==> src/rtl/mouse_position_tracker_if.sv <==
// Packet input and cursor/button output bundle between the PS/2 mouse
// transceiver and the position tracker.
interface mouse_position_tracker_if #(
  parameter int X_WIDTH = 10,
  parameter int Y_WIDTH = 10
);
  logic               SEND_INTERRUPT;
  logic [7:0]         MouseStatus;
  logic [7:0]         MouseX;
  logic [7:0]         MouseY;
  logic [X_WIDTH-1:0] MousePosX;
  logic [Y_WIDTH-1:0] MousePosY;
  logic [2:0]         Buttons;
  logic               PosValid;
  logic               LeftClick;
  logic               RightClick;
  logic [7:0]         PacketCount;

  modport master (
    output SEND_INTERRUPT, MouseStatus, MouseX, MouseY,
    input  MousePosX, MousePosY, Buttons, PosValid, LeftClick, RightClick,
           PacketCount
  );

  modport slave (
    input  SEND_INTERRUPT, MouseStatus, MouseX, MouseY,
    output MousePosX, MousePosY, Buttons, PosValid, LeftClick, RightClick,
           PacketCount
  );
endinterface

==> src/rtl/mouse_position_tracker.sv <==
// Two-stage tracker: captures PS/2 packets, accumulates clamped cursor
// position, and reports buttons, click pulses and an update strobe.
module mouse_position_tracker #(
  parameter int X_WIDTH     = 10,
  parameter int Y_WIDTH     = 10,
  parameter int MAX_X       = 640,
  parameter int MAX_Y       = 480,
  parameter int Y_INVERT    = 1,
  parameter int DELTA_SHIFT = 0
) (
  input logic                    CLK,
  input logic                    RESET,
  mouse_position_tracker_if.slave bus
);

  localparam int AW = (X_WIDTH > Y_WIDTH) ? X_WIDTH : Y_WIDTH;
  localparam int SW = ((AW > 9) ? AW : 9) + 2;
  localparam logic signed [SW-1:0] LIM_X = SW'(MAX_X - 1);
  localparam logic signed [SW-1:0] LIM_Y = SW'(MAX_Y - 1);
  localparam logic [X_WIDTH-1:0]   CTR_X = X_WIDTH'(MAX_X / 2);
  localparam logic [Y_WIDTH-1:0]   CTR_Y = Y_WIDTH'(MAX_Y / 2);

  function automatic logic signed [8:0] scale_delta(input logic       sgn,
                                                    input logic       ovf,
                                                    input logic [7:0] mag);
    logic signed [8:0] d;
    d = ovf ? 9'sd0 : $signed({sgn, mag});
    return d >>> DELTA_SHIFT;
  endfunction

  function automatic logic signed [SW-1:0] sat_axis(input logic signed [SW-1:0] s,
                                                    input logic signed [SW-1:0] lim);
    if (s < 0)   return '0;
    if (s > lim) return lim;
    return s;
  endfunction

  logic                    vld_p1_q;
  logic signed [8:0]       dx_p1_q, dy_p1_q;
  logic [2:0]              btn_p1_q;

  logic [X_WIDTH-1:0]      pos_x_q, pos_x_d;
  logic [Y_WIDTH-1:0]      pos_y_q, pos_y_d;
  logic [2:0]              btn_q, btn_d;
  logic                    vld_p2_q;
  logic                    lclk_q, lclk_d;
  logic                    rclk_q, rclk_d;
  logic [7:0]              cnt_q, cnt_d;
  logic signed [SW-1:0]    sum_x, sum_y;

  // Stage 1: capture valid flag (control, reset) and packet data (no reset)
  always_ff @(posedge CLK or negedge RESET) begin
    if (!RESET) vld_p1_q <= 1'b0;
    else        vld_p1_q <= bus.SEND_INTERRUPT;
  end

  always_ff @(posedge CLK) begin
    if (bus.SEND_INTERRUPT) begin
      dx_p1_q  <= scale_delta(bus.MouseStatus[4], bus.MouseStatus[6], bus.MouseX);
      dy_p1_q  <= scale_delta(bus.MouseStatus[5], bus.MouseStatus[7], bus.MouseY);
      btn_p1_q <= bus.MouseStatus[2:0];
    end
  end

  // Stage 2: accumulate onto the position just written, then clamp
  always_comb begin
    sum_x   = $signed(SW'(pos_x_q)) + SW'(dx_p1_q);
    if (Y_INVERT != 0) sum_y = $signed(SW'(pos_y_q)) - SW'(dy_p1_q);
    else               sum_y = $signed(SW'(pos_y_q)) + SW'(dy_p1_q);
    pos_x_d = pos_x_q;
    pos_y_d = pos_y_q;
    btn_d   = btn_q;
    cnt_d   = cnt_q;
    lclk_d  = 1'b0;
    rclk_d  = 1'b0;
    if (vld_p1_q) begin
      pos_x_d = X_WIDTH'(sat_axis(sum_x, LIM_X));
      pos_y_d = Y_WIDTH'(sat_axis(sum_y, LIM_Y));
      btn_d   = btn_p1_q;
      cnt_d   = cnt_q + 8'd1;
      lclk_d  = btn_p1_q[0] & ~btn_q[0];
      rclk_d  = btn_p1_q[1] & ~btn_q[1];
    end
  end

  always_ff @(posedge CLK or negedge RESET) begin
    if (!RESET) begin
      pos_x_q  <= CTR_X;
      pos_y_q  <= CTR_Y;
      btn_q    <= '0;
      cnt_q    <= '0;
      vld_p2_q <= 1'b0;
      lclk_q   <= 1'b0;
      rclk_q   <= 1'b0;
    end else begin
      pos_x_q  <= pos_x_d;
      pos_y_q  <= pos_y_d;
      btn_q    <= btn_d;
      cnt_q    <= cnt_d;
      vld_p2_q <= vld_p1_q;
      lclk_q   <= lclk_d;
      rclk_q   <= rclk_d;
    end
  end

  assign bus.MousePosX   = pos_x_q;
  assign bus.MousePosY   = pos_y_q;
  assign bus.Buttons     = btn_q;
  assign bus.PosValid    = vld_p2_q;
  assign bus.LeftClick   = lclk_q;
  assign bus.RightClick  = rclk_q;
  assign bus.PacketCount = cnt_q;

endmodule

==> src/flat_wrapper.sv <==
// flat-port wrapper written by rule: the top's interface ports become plain ports
module mouse_position_tracker_flat 
#(
  parameter int X_WIDTH     = 10,
  parameter int Y_WIDTH     = 10,
  parameter int MAX_X       = 640,
  parameter int MAX_Y       = 480,
  parameter int Y_INVERT    = 1,
  parameter int DELTA_SHIFT = 0
)
  (CLK, RESET, bus_SEND_INTERRUPT, bus_MouseStatus, bus_MouseX, bus_MouseY, bus_MousePosX, bus_MousePosY, bus_Buttons, bus_PosValid, bus_LeftClick, bus_RightClick, bus_PacketCount);
  mouse_position_tracker_if #(.X_WIDTH(X_WIDTH), .Y_WIDTH(Y_WIDTH)) bus_i ();
  input logic CLK;
  input logic RESET;
  input wire logic [$bits(bus_i.SEND_INTERRUPT)-1:0] bus_SEND_INTERRUPT;
  input wire logic [$bits(bus_i.MouseStatus)-1:0] bus_MouseStatus;
  input wire logic [$bits(bus_i.MouseX)-1:0] bus_MouseX;
  input wire logic [$bits(bus_i.MouseY)-1:0] bus_MouseY;
  output wire logic [$bits(bus_i.MousePosX)-1:0] bus_MousePosX;
  output wire logic [$bits(bus_i.MousePosY)-1:0] bus_MousePosY;
  output wire logic [$bits(bus_i.Buttons)-1:0] bus_Buttons;
  output wire logic [$bits(bus_i.PosValid)-1:0] bus_PosValid;
  output wire logic [$bits(bus_i.LeftClick)-1:0] bus_LeftClick;
  output wire logic [$bits(bus_i.RightClick)-1:0] bus_RightClick;
  output wire logic [$bits(bus_i.PacketCount)-1:0] bus_PacketCount;
  assign bus_i.SEND_INTERRUPT = bus_SEND_INTERRUPT;
  assign bus_i.MouseStatus = bus_MouseStatus;
  assign bus_i.MouseX = bus_MouseX;
  assign bus_i.MouseY = bus_MouseY;
  assign bus_MousePosX = bus_i.MousePosX;
  assign bus_MousePosY = bus_i.MousePosY;
  assign bus_Buttons = bus_i.Buttons;
  assign bus_PosValid = bus_i.PosValid;
  assign bus_LeftClick = bus_i.LeftClick;
  assign bus_RightClick = bus_i.RightClick;
  assign bus_PacketCount = bus_i.PacketCount;
  mouse_position_tracker #(.X_WIDTH(X_WIDTH), .Y_WIDTH(Y_WIDTH), .MAX_X(MAX_X), .MAX_Y(MAX_Y), .Y_INVERT(Y_INVERT), .DELTA_SHIFT(DELTA_SHIFT)) u_core (.CLK(CLK), .RESET(RESET), .bus(bus_i));
endmodule
==> config.mk <==
export PLATFORM = sky130hd
export DESIGN_NAME = mouse_position_tracker_flat
export DESIGN_NICKNAME = d
export VERILOG_FILES = /design/src/rtl/mouse_position_tracker_if.sv /design/src/rtl/mouse_position_tracker.sv /design/src/flat_wrapper.sv
export SDC_FILE = /design/constraint.sdc
export NUM_CORES = 1
export LEC_CHECK = 0
export CORE_MARGIN = 4
export CORE_UTILIZATION = 53
export CTS_BUF_LIST = sky130_fd_sc_hd__clkbuf_16
export CTS_CLUSTER_SIZE = 30
export DETAILED_ROUTE_END_ITERATION = 6
export PLACE_DENSITY = 0.76
export SLEW_MARGIN = 20
export SYNTH_ARGS = -nofsm -noshare
export SYNTH_HDL_FRONTEND = slang
export SYNTH_SLANG_ARGS = --single-unit
==> constraint.sdc <==
create_clock -name CLK -period 3.8 [get_ports CLK]
set_clock_uncertainty 0.05 [all_clocks]
set_input_delay 0.76 -clock CLK [delete_from_list [all_inputs] [get_ports CLK]]
set_output_delay 0.76 -clock CLK [all_outputs]
set_load 0.05 [all_outputs]
Word-level counts from Yosys, hierarchy flattened
Cells that the tools add are included.
- add/subtract/negate cells: 3
- $lt $le $gt $ge: 4
- muxes and demuxes: 20
- bitwise logic cells: 4
- operator list (operator ; count):
    10-bit two-way mux ; 8
    12-bit by 1-bit less-than comparator with 1-bit output, second input constant ; 2
    11-bit by 9-bit adder with 12-bit output ; 1
    12-bit by 10-bit > comparator with 1-bit output, second input constant ; 1
    12-bit by 11-bit > comparator with 1-bit output, second input constant ; 1
    1-bit two-way mux ; 12
    11-bit by 9-bit subtractor with 12-bit output ; 1
    8-bit by 1-bit adder with 8-bit output, second input constant ; 1
    1-bit AND ; 2
    1-bit inverter ; 2
- register bits: 56
- bits of input ports: 27
- output and inout port bits: 34
- logic and storage cells: 42

Logic depth before layout (Yosys ltp)
Gate-level depths: netlist of run 1.
- depth after elaboration: 8
- mapped depth: 11
- gate-level depth less buffers: 11

Worst setup path after synthesis of run 1
No wires, ideal clock.
- path type: register to register
- start point: register u_core.pos_x_q[0], in the netlist u_core.bus.MousePosX[0]
- end point: register u_core.pos_x_q[1], in the netlist u_core.bus.MousePosX[1]
- setup time: 0.086 ns
- arrival time: 2.861 ns
- required time: 3.664 ns
- slack: 0.803 ns
- cell stages (with the launch flop): 11
- buffers on the path: 0
- period minus slack after synthesis: 2.997 ns
- path through: dfrtp_1 -> ha_1 -> inv_1 -> fa_1 -> nand2b_1 -> a21oi_1 -> o2111ai_1 -> a211o_1 -> mux2i_1 -> nor3_1 -> nor3_1
- cells in the longest elaborated chain, start to end: 7
- elaborated cells on any way between the ends: 11
- those cells by class: add/sub: 1; order compare: 2; mux: 8
- ends and longest elaborated chain (what ; line ; RTL):
    from (decl) ; mouse_position_tracker.sv:42 ; logic [X_WIDTH-1:0] pos_x_q, pos_x_d;
    from (signal assigned) ; mouse_position_tracker.sv:96 ; pos_x_q <= pos_x_d;
    11-bit by 9-bit adder with 12-bit output * ; mouse_position_tracker.sv:67 ; sum_x = $signed(SW'(pos_x_q)) + SW'(dx_p1_q);
    12-bit by 11-bit > comparator with 1-bit output ; mouse_position_tracker.sv:34 ; if (s > lim) return lim;
    1-bit two-way mux (2 in series) ; mouse_position_tracker.sv:34 ;
    1-bit two-way mux ; mouse_position_tracker.sv:76 ; if (vld_p1_q) begin
    10-bit two-way mux ; mouse_position_tracker.sv:35 ; return s;
    10-bit two-way mux * ; mouse_position_tracker.sv:34 ;
Every way passes the cells marked *; elsewhere a longest branch is shown, timed or not. The select of a mux whose other input is x is not followed.
A chain may end at the register's enable or synchronous reset.

Final worst setup path of run 1
- start point: register u_core.pos_x_q[0], in the netlist u_core.bus.MousePosX[0]
- end point: register u_core.pos_x_q[7], in the netlist u_core.bus.MousePosX[7]
Same word-level chain as after synthesis.

==> results of run 1 <==
## state kept, by name, indices dropped and copies added (netlist names)
register and cells:
u_core.bus.MousePosX 10, u_core.bus.MousePosY 10, u_core.dx_p1_q 9, u_core.dy_p1_q 9, u_core.bus.PacketCount 8, u_core.btn_p1_q 3, u_core.bus.Buttons 3, u_core.bus.LeftClick 1
u_core.bus.PosValid 1, u_core.bus.RightClick 1, u_core.vld_p1_q 1
## path summary, 6_finish.rpt
kind                                         start                   endpoint
max                        u_core.bus.MousePosX[0]    u_core.bus.MousePosX[7]
min in group asynchronous                    RESET  u_core.bus.PacketCount[7]
min reg2reg                  u_core.bus.Buttons[1]      u_core.bus.RightClick
min                          u_core.bus.Buttons[1]      u_core.bus.RightClick
max in group asynchronous                    RESET       u_core.bus.LeftClick
max reg2reg                u_core.bus.MousePosX[0]    u_core.bus.MousePosX[7]
## stage by stage
stage          instances  util, %  worst slack (ns)  cell area (um2)
6_report             464     69.3             0.706             4230
5_1_grt              464     69.3             0.511             4230
4_1_cts              464     69.3             0.760             4230
3_5_place_dp         456     67.0             0.780             4080
3_3_place_gp         456     67.0             0.838             4080
2_1_floorplan        323        -             0.803             3410
## cells in the mapped netlist, drive strengths merged (10+ instances only)
library cell and number:
dfrtp 29, inv 24, nor2b 24, ha 23, nor2 22, edfxtp 21
nand2 20, nor3 14, xnor2 14, a21oi 13, nand2b 10, o21ai 10
## power by group through the flow
stage	sequential, mW	combinational, mW	clock, mW
3_5_place_dp	0.936	1.93	0
5_1_grt	0.952	2.10	0.498
4_1_cts	0.929	1.94	0.461
3_3_place_gp	0.934	1.89	0
6_report	0.928	1.94	0.459
2_1_floorplan	1.35	1.01	0
## metal layers
metal	part of all wire, %	routed length [um]	GRT usage (%)	vias to the layer above
li1	-	-	-	1303
met1	47	3480	27.7	1262
met2	47	3470	32.8	74
met3	6.1	451	4.75	2
met4	0.51	38	4.53	0
met5	0	0	0	-
## cells by family (layout without fill, tap and decap cells)
| family | after synthesis | in the layout |
|---|---|---|
| fa+ha+maj | 25 | 25 |
| simple gates | 115 | 115 |
| compound gates | 72 | 72 |
| flops | 56 | 56 |
| xor+xnor | 20 | 20 |
| buf+inv | 29 | 95 |
| mux | 6 | 6 |
## layout make-up
| type | count | area [um2] |
|---|---|---|
| Fill cell | 484 | 1870 |
| Multi-Input combinational cell | 238 | 1770 |
| Sequential cell | 56 | 1510 |
| Timing Repair Buffer | 63 | 616 |
| Clock buffer | 5 | 125 |
| Tap cell | 75 | 93.8 |
| Inverter | 24 | 90.1 |
| Clock inverter | 3 | 17.5 |
## worst max-delay path, delay by kind of cell (launching register included)
kind | cells | cell delay [ns]
AND/OR/NAND/NOR | 2 | 0.33
flip-flops | 1 | 0.38
AO/OA/AOI/OAI | 5 | 1.57
buffers and inverters | 1 | 0.07
adder cells (fa/ha/maj) | 2 | 0.60
==> impl_results.md, run 1 <==
- Synthesized Nets: ~380
- Worst hold path depth: 1
- Ys async rst share: a little over three fifths
- Setup TNS: 0 ns
- HP Class: flop to flop
- Worst slew pin tran: roughly 0.83 ns
- Crit end category: flop
- Post-synthesis cell area: approximately 3400 um2
- CP Data Required Time: approximately 4 ns
- Cell Chain, Critical Path: ha_1 > inv_1 > fa_1 > nand2b_1 > a21oi_1 > o2111ai_1 > a21o_1 > a211oi_4 > nor2_1 > a32o_1
- Diodes inserted: 0
- Largest family of logic cells by synthesized area: simple AND/OR/NAND/NOR gates
- CTS clk-pin slew, worst paths: ~0.070 ns
- Commonest non-fill, non-tap cell in the layout: clkdlybuf4s50_1
- Sink Count: between 50 and 60
- Clk pwr share: between 10% and 20%
- Die width: between 80 and 90 um
- Sw Pwr: between 1.5 and 2 mW
- Leakage: roughly 1.8 nW
- Worst path max stage delay: between 0.4 and 0.5 ns
- Overall Global Routing Usage: 20.2%
- Final Cycle Share: between 80% and 90%
- FMAX: ~0.32 GHz
- Clock latency at the later pin of the worst-skew pair: approximately 0.29 ns
- Flop-to-flop setup slack: just over 0.7 ns
- Die Span Y: between 80 and 90 um
- Wirelength per Cell: approximately 16 um
- Synth Area in Compound Gates: between 10% and 20%
- Area leader, netlist: dfrtp_1
- Synthesized netlist cell count: 323
- Sequential share of power: approximately 28%
- Crit path DAT: around 3.2 ns
- Syn-to-layout area delta: 23.9%
- Grt total ovfl: 0
- Synthesized flop and latch total: between 50 and 60
- Root buffer cell: clkbuf_16
- Final HPWL DP: about 5.3 mm
- Number of H-tree levels: 2
- Largest net degree at the start of global routing: 36
- Synth warnings: 0
- Final Wtd Congestion: roughly 0.86
- Multiplexer area fraction after synthesis: ~1.9%
- Avg Inst Size Synth: between 10 and 15 um2
- Combinational fraction of design power: about 58%
- Die area: between 7000 and 8000 um2
- Status: complete, no violations
- Post-synth cell types: 64
- Drc violations: 0
- Int Power: between 1.5 and 2 mW
- Max Cap Viol: 0
- Row cnt: 28
- Setup bufs post-CTS: 0
- Share of the synthesized area in the top cell type: between 20% and 30%
- Vias in the first global route: roughly 2600
- Final hold violations: 0
- Crit-path max FO: 8
- Hold slack: 0.410 ns
- First-pass GRT wire length: roughly 12 mm
- Final setup fails: 0
- Final nets: between 400 and 500
- Commonest non-fill, non-tap cells in the layout: 58 x clkdlybuf4s50_1, 29 x dfrtp_1, 24 x inv_1, 24 x nor2b_1, 23 x ha_1
- First DRT Iteration DRCs: around 100
- Core ar.: about 6000 um2
- Total wire length: about 7.4 mm
- Initial antenna violation count: 0
- CP Launch Type: flop
- Synth Flop Type: dfrtp_1
- First-pass DRT Iterations: 5
- R2R depth: 10
- Post-Synth XOR/XNOR Area: between 5 and 6%
- Via count: approximately 2600
- CTS resizes: 0
- Routed Antenna Nets: 0
- Io pins: slightly above 60
- Switching part of the total power: a little under half
- Total power draw: approximately 3.3 mW
- Layout cells sized above 1: roughly a tenth
- Power Density: just under 800 nW/um2
- Starting Density: 56.0%
- Synth area leaders: dfrtp_1 21%, edfxtp_1 18%, ha_1 8.4%
- I/O Buffers: 59
- Slowest-stage cell, CP: a211oi_4
- CTS tree: built
- Min cycle time layout: 3.09 ns
- Number of synthesized flops with an enable pin: 21
- Slew Limit Fails: 0
- Worst ir drop on vdd: 0.000639 V
- Vias/cell: ~5.7
- Rel. slew slack: 44.9%
- RSZ-0062 raised after global routing: no
- Seq/Total Area, Yosys: between 40% and 50%
- CTS Hold Buffers Added: 0
- Post-synthesis simple-gate area fraction: between 10% and 20%
- CP Class: flop to flop
- CTS Buf Count: 5
- CTS max path bufs: 2
- Post-Synth Adder-Cell Area: about a tenth
Note: power is estimated with default switching activity, not from simulation.
==> inputs of run 2 (changes only) <==
==> constraint.sdc (replaced) <==
create_clock -name CLK -period 3.1 [get_ports CLK]
set_clock_uncertainty 0.05 [all_clocks]
set_input_delay 0.62 -clock CLK [delete_from_list [all_inputs] [get_ports CLK]]
set_output_delay 0.62 -clock CLK [all_outputs]
set_load 0.05 [all_outputs]
==> impl_results.md, run 2 (synthesized netlist as in run 1, its figures left out) <==
- Cell Chain, Critical Path: ha_1 > inv_1 > fa_1 > nand2b_1 > a21oi_1 > o2111ai_1 > a21o_1 > a211oi_4 > nor2_1 > a32o_1 (unchanged)
- Worst slew pin tran: 0.826 ns (about the same)
- CTS tree: built (unchanged)
- CP Launch Type: flop (unchanged)
- Total wire length: 7.50 mm (was 7.45 mm)
- Int Power: 2.26 mW (was 1.82 mW)
- First-pass GRT wire length: 12.4 mm (was 12.3 mm)
- RSZ-0062 raised after global routing: no (unchanged)
- Overall Global Routing Usage: 20.4% (was 20.2%)
- Routed Antenna Nets: 0 (unchanged)
- Layout cells sized above 1: 11.2% (was 9.77%)
- Final Cycle Share: 92.5% (was 81.4%)
- Rel. slew slack: 45.0% (was 44.9%)
- Final hold violations: 0 (unchanged)
- Setup TNS: 0 ns (unchanged)
- Syn-to-layout area delta: 25.0% (was 23.9%)
- Die width: 88.2 um (unchanged)
- First DRT Iteration DRCs: 150 (was 101)
- Cell total after placement: 460 (was 456)
- Sink Count: 56 (unchanged)
- Fillers: 488 (was 484)
- Slowest-stage cell, CP: dfrtp_1 (was a211oi_4)
- Crit path DAT: 3.00 ns (was 3.23 ns)
- Switching part of the total power: 45.1% (was 45.2%)
- Largest net degree at the start of global routing: 36 (unchanged)
- Worst ir drop on vdd: 0.000646 V (was 0.000639 V)
- Status: complete, no violations (unchanged)
- Clk pwr share: 13.8% (about the same)
- Worst path bufs/invs: 1 (unchanged)
- Final nets: 444 (was 440)
- Final setup fails: 0 (unchanged)
- Root buffer cell: clkbuf_16 (unchanged)
- CP Class: flop to flop (unchanged)
- Min cycle time layout: 2.87 ns (was 3.09 ns)
- Fin area: 4270 um2 (was 4230 um2)
- Sw Pwr: 1.85 mW (was 1.50 mW)
- Leakage: 1.77 nW (was 1.75 nW)
- Delay-heaviest family, CP: compound AO/OA/AOI/OAI gates (unchanged)
- Combinational fraction of design power: 58.5% (was 58.3%)
- Diodes inserted: 0 (unchanged)
- CTS clk-pin slew, worst paths: 0.07 ns (about the same)
- FMAX: 0.349 GHz (was 0.323 GHz)
- Final Wtd Congestion: 0.842 (was 0.863)
- Commonest non-fill, non-tap cell in the layout: clkdlybuf4s50_1 (unchanged)
- Drc violations: 0 (unchanged)
- Starting Density: 56.0% (unchanged)
- Crit end category: flop (unchanged)
- HP Class: input pin to asynchronous set/reset pin (was flop to flop)
- First-pass DRT Iterations: 4 (was 5)
- DP Area: 4110 um2 (was 4080 um2)
- Max Cap Viol: 0 (unchanged)
- Fin util: 70.0% (was 69.3%)
- Row cnt: 28 (unchanged)
- CTS max path bufs: 2 (unchanged)
- Die area: 7790 um2 (unchanged)
- Final HPWL DP: 5.52 mm (was 5.30 mm)
- Vias in the first global route: 2668 (was 2598)
- Sequential share of power: 27.7% (was 27.9%)
- Commonest non-fill, non-tap cells in the layout: 58 x clkdlybuf4s50_1, 29 x dfrtp_1, 25 x inv_1 (was 58 x clkdlybuf4s50_1, 29 x dfrtp_1, 24 x inv_1, 24 x nor2b_1, 23 x ha_1)
- Setup bufs post-CTS: 0 (unchanged)
- Post-Layout Cell Count: 468 (was 464)
- Die Span Y: 88.2 um (unchanged)
- I/O Buffers: 59 (unchanged)
- Io pins: 61 (unchanged)
- CTS Hold Buffers Added: 0 (unchanged)
- Vias/cell: 5.72 (was 5.69)
- Clock latency at the later pin of the worst-skew pair: 0.29 ns (about the same)
- Core ar.: 6100 um2 (unchanged)
- CP Data Required Time: 3.23 ns (was 3.93 ns)
- Number of H-tree levels: 2 (unchanged)
- Wirelength per Cell: 16.0 um (about the same)
- CTS Buf Count: 5 (unchanged)
- Initial antenna violation count: 0 (unchanged)
- Worst path max stage delay: 0.38 ns (was 0.45 ns)
- Grt total ovfl: 0 (unchanged)
- Via count: 2678 (was 2641)
- Power Density: 963 nW/um2 (was 787 nW/um2)
- Slew Limit Fails: 0 (unchanged)
- Crit-path max FO: 5 (was 8)
run 2: final cells by class:
class	instances	area, um2	area share (%)
Multi-Input combinational cell	238	1780	41.7
Inverter	24	90.1	2.11
Clock inverter	3	20.0	0.469
Clock buffer	5	125	2.93
Timing Repair Buffer	67	646	15.1
Sequential cell	56	1510	35.5
Tap cell	75	93.8	2.20
run 2: metal layers:
| layer | track usage, % | routed length (um) | vias to the layer above |
|---|---|---|---|
| met5 | 0 | 0 | - |
| met4 | 5.63 | 82 | 0 |
| met3 | 4.66 | 577 | 8 |
| met2 | 32.4 | 3430 | 80 |
| met1 | 28.4 | 3410 | 1275 |
| li1 | - | - | 1315 |
run 2: what timing repair did:
action,in CTS,in global routing
setup endpoints to repair,0,2
hold endpoints to repair,0,0
gates resized for setup,0,2
run 2: metrics by stage:
step	setup WS (ns)	hold WS (ns)	power, mW
finish	0.234	0.373	4.11
global route	0.0398	0.441	4.38
detailed placement	0.139	0.412	3.54
global placement	0.242	0.389	3.49
CTS	0.0905	0.395	4.11
floorplan	0.103	0.274	2.89
run 2: power groups by stage:
| stage | combinational [mW] | clock (mW) | sequential, mW |
|---|---|---|---|
| floorplan | 1.23 | 0 | 1.65 |
| global placement | 2.34 | 0 | 1.14 |
| detailed placement | 2.39 | 0 | 1.15 |
| CTS | 2.40 | 0.574 | 1.14 |
| global route | 2.61 | 0.612 | 1.17 |
| finish | 2.41 | 0.566 | 1.14 |
run 2: final timing paths:
kind / start / endpoint / slack (ns) / cells after the start
min in group CLK: u_core.bus.PacketCount[7] / u_core.bus.PacketCount[7] / 0.42 / 1
min: RESET / u_core.bus.PacketCount[7] / 0.37 / 1
max in group asynchronous: RESET / u_core.vld_p1_q / 2.10 / 1
max: u_core.bus.MousePosX[0] / u_core.bus.MousePosX[7] / 0.23 / 10
min reg2reg: u_core.bus.PacketCount[7] / u_core.bus.PacketCount[7] / 0.42 / 1
max reg2reg: u_core.bus.MousePosX[0] / u_core.bus.MousePosX[7] / 0.23 / 10
==> inputs of run 3 (changes only) <==
--- a/config.mk
+++ b/config.mk
@@ -5,6 +5,7 @@
 export SDC_FILE = /design/constraint.sdc
 export NUM_CORES = 1
 export LEC_CHECK = 0
+export ABC_CLOCK_PERIOD_IN_PS = 3100
 export CORE_MARGIN = 4
 export CORE_UTILIZATION = 53
 export CTS_BUF_LIST = sky130_fd_sc_hd__clkbuf_16
==> results of run 3 <==
Final layout, timing and power as in run 2 (identical DEF).
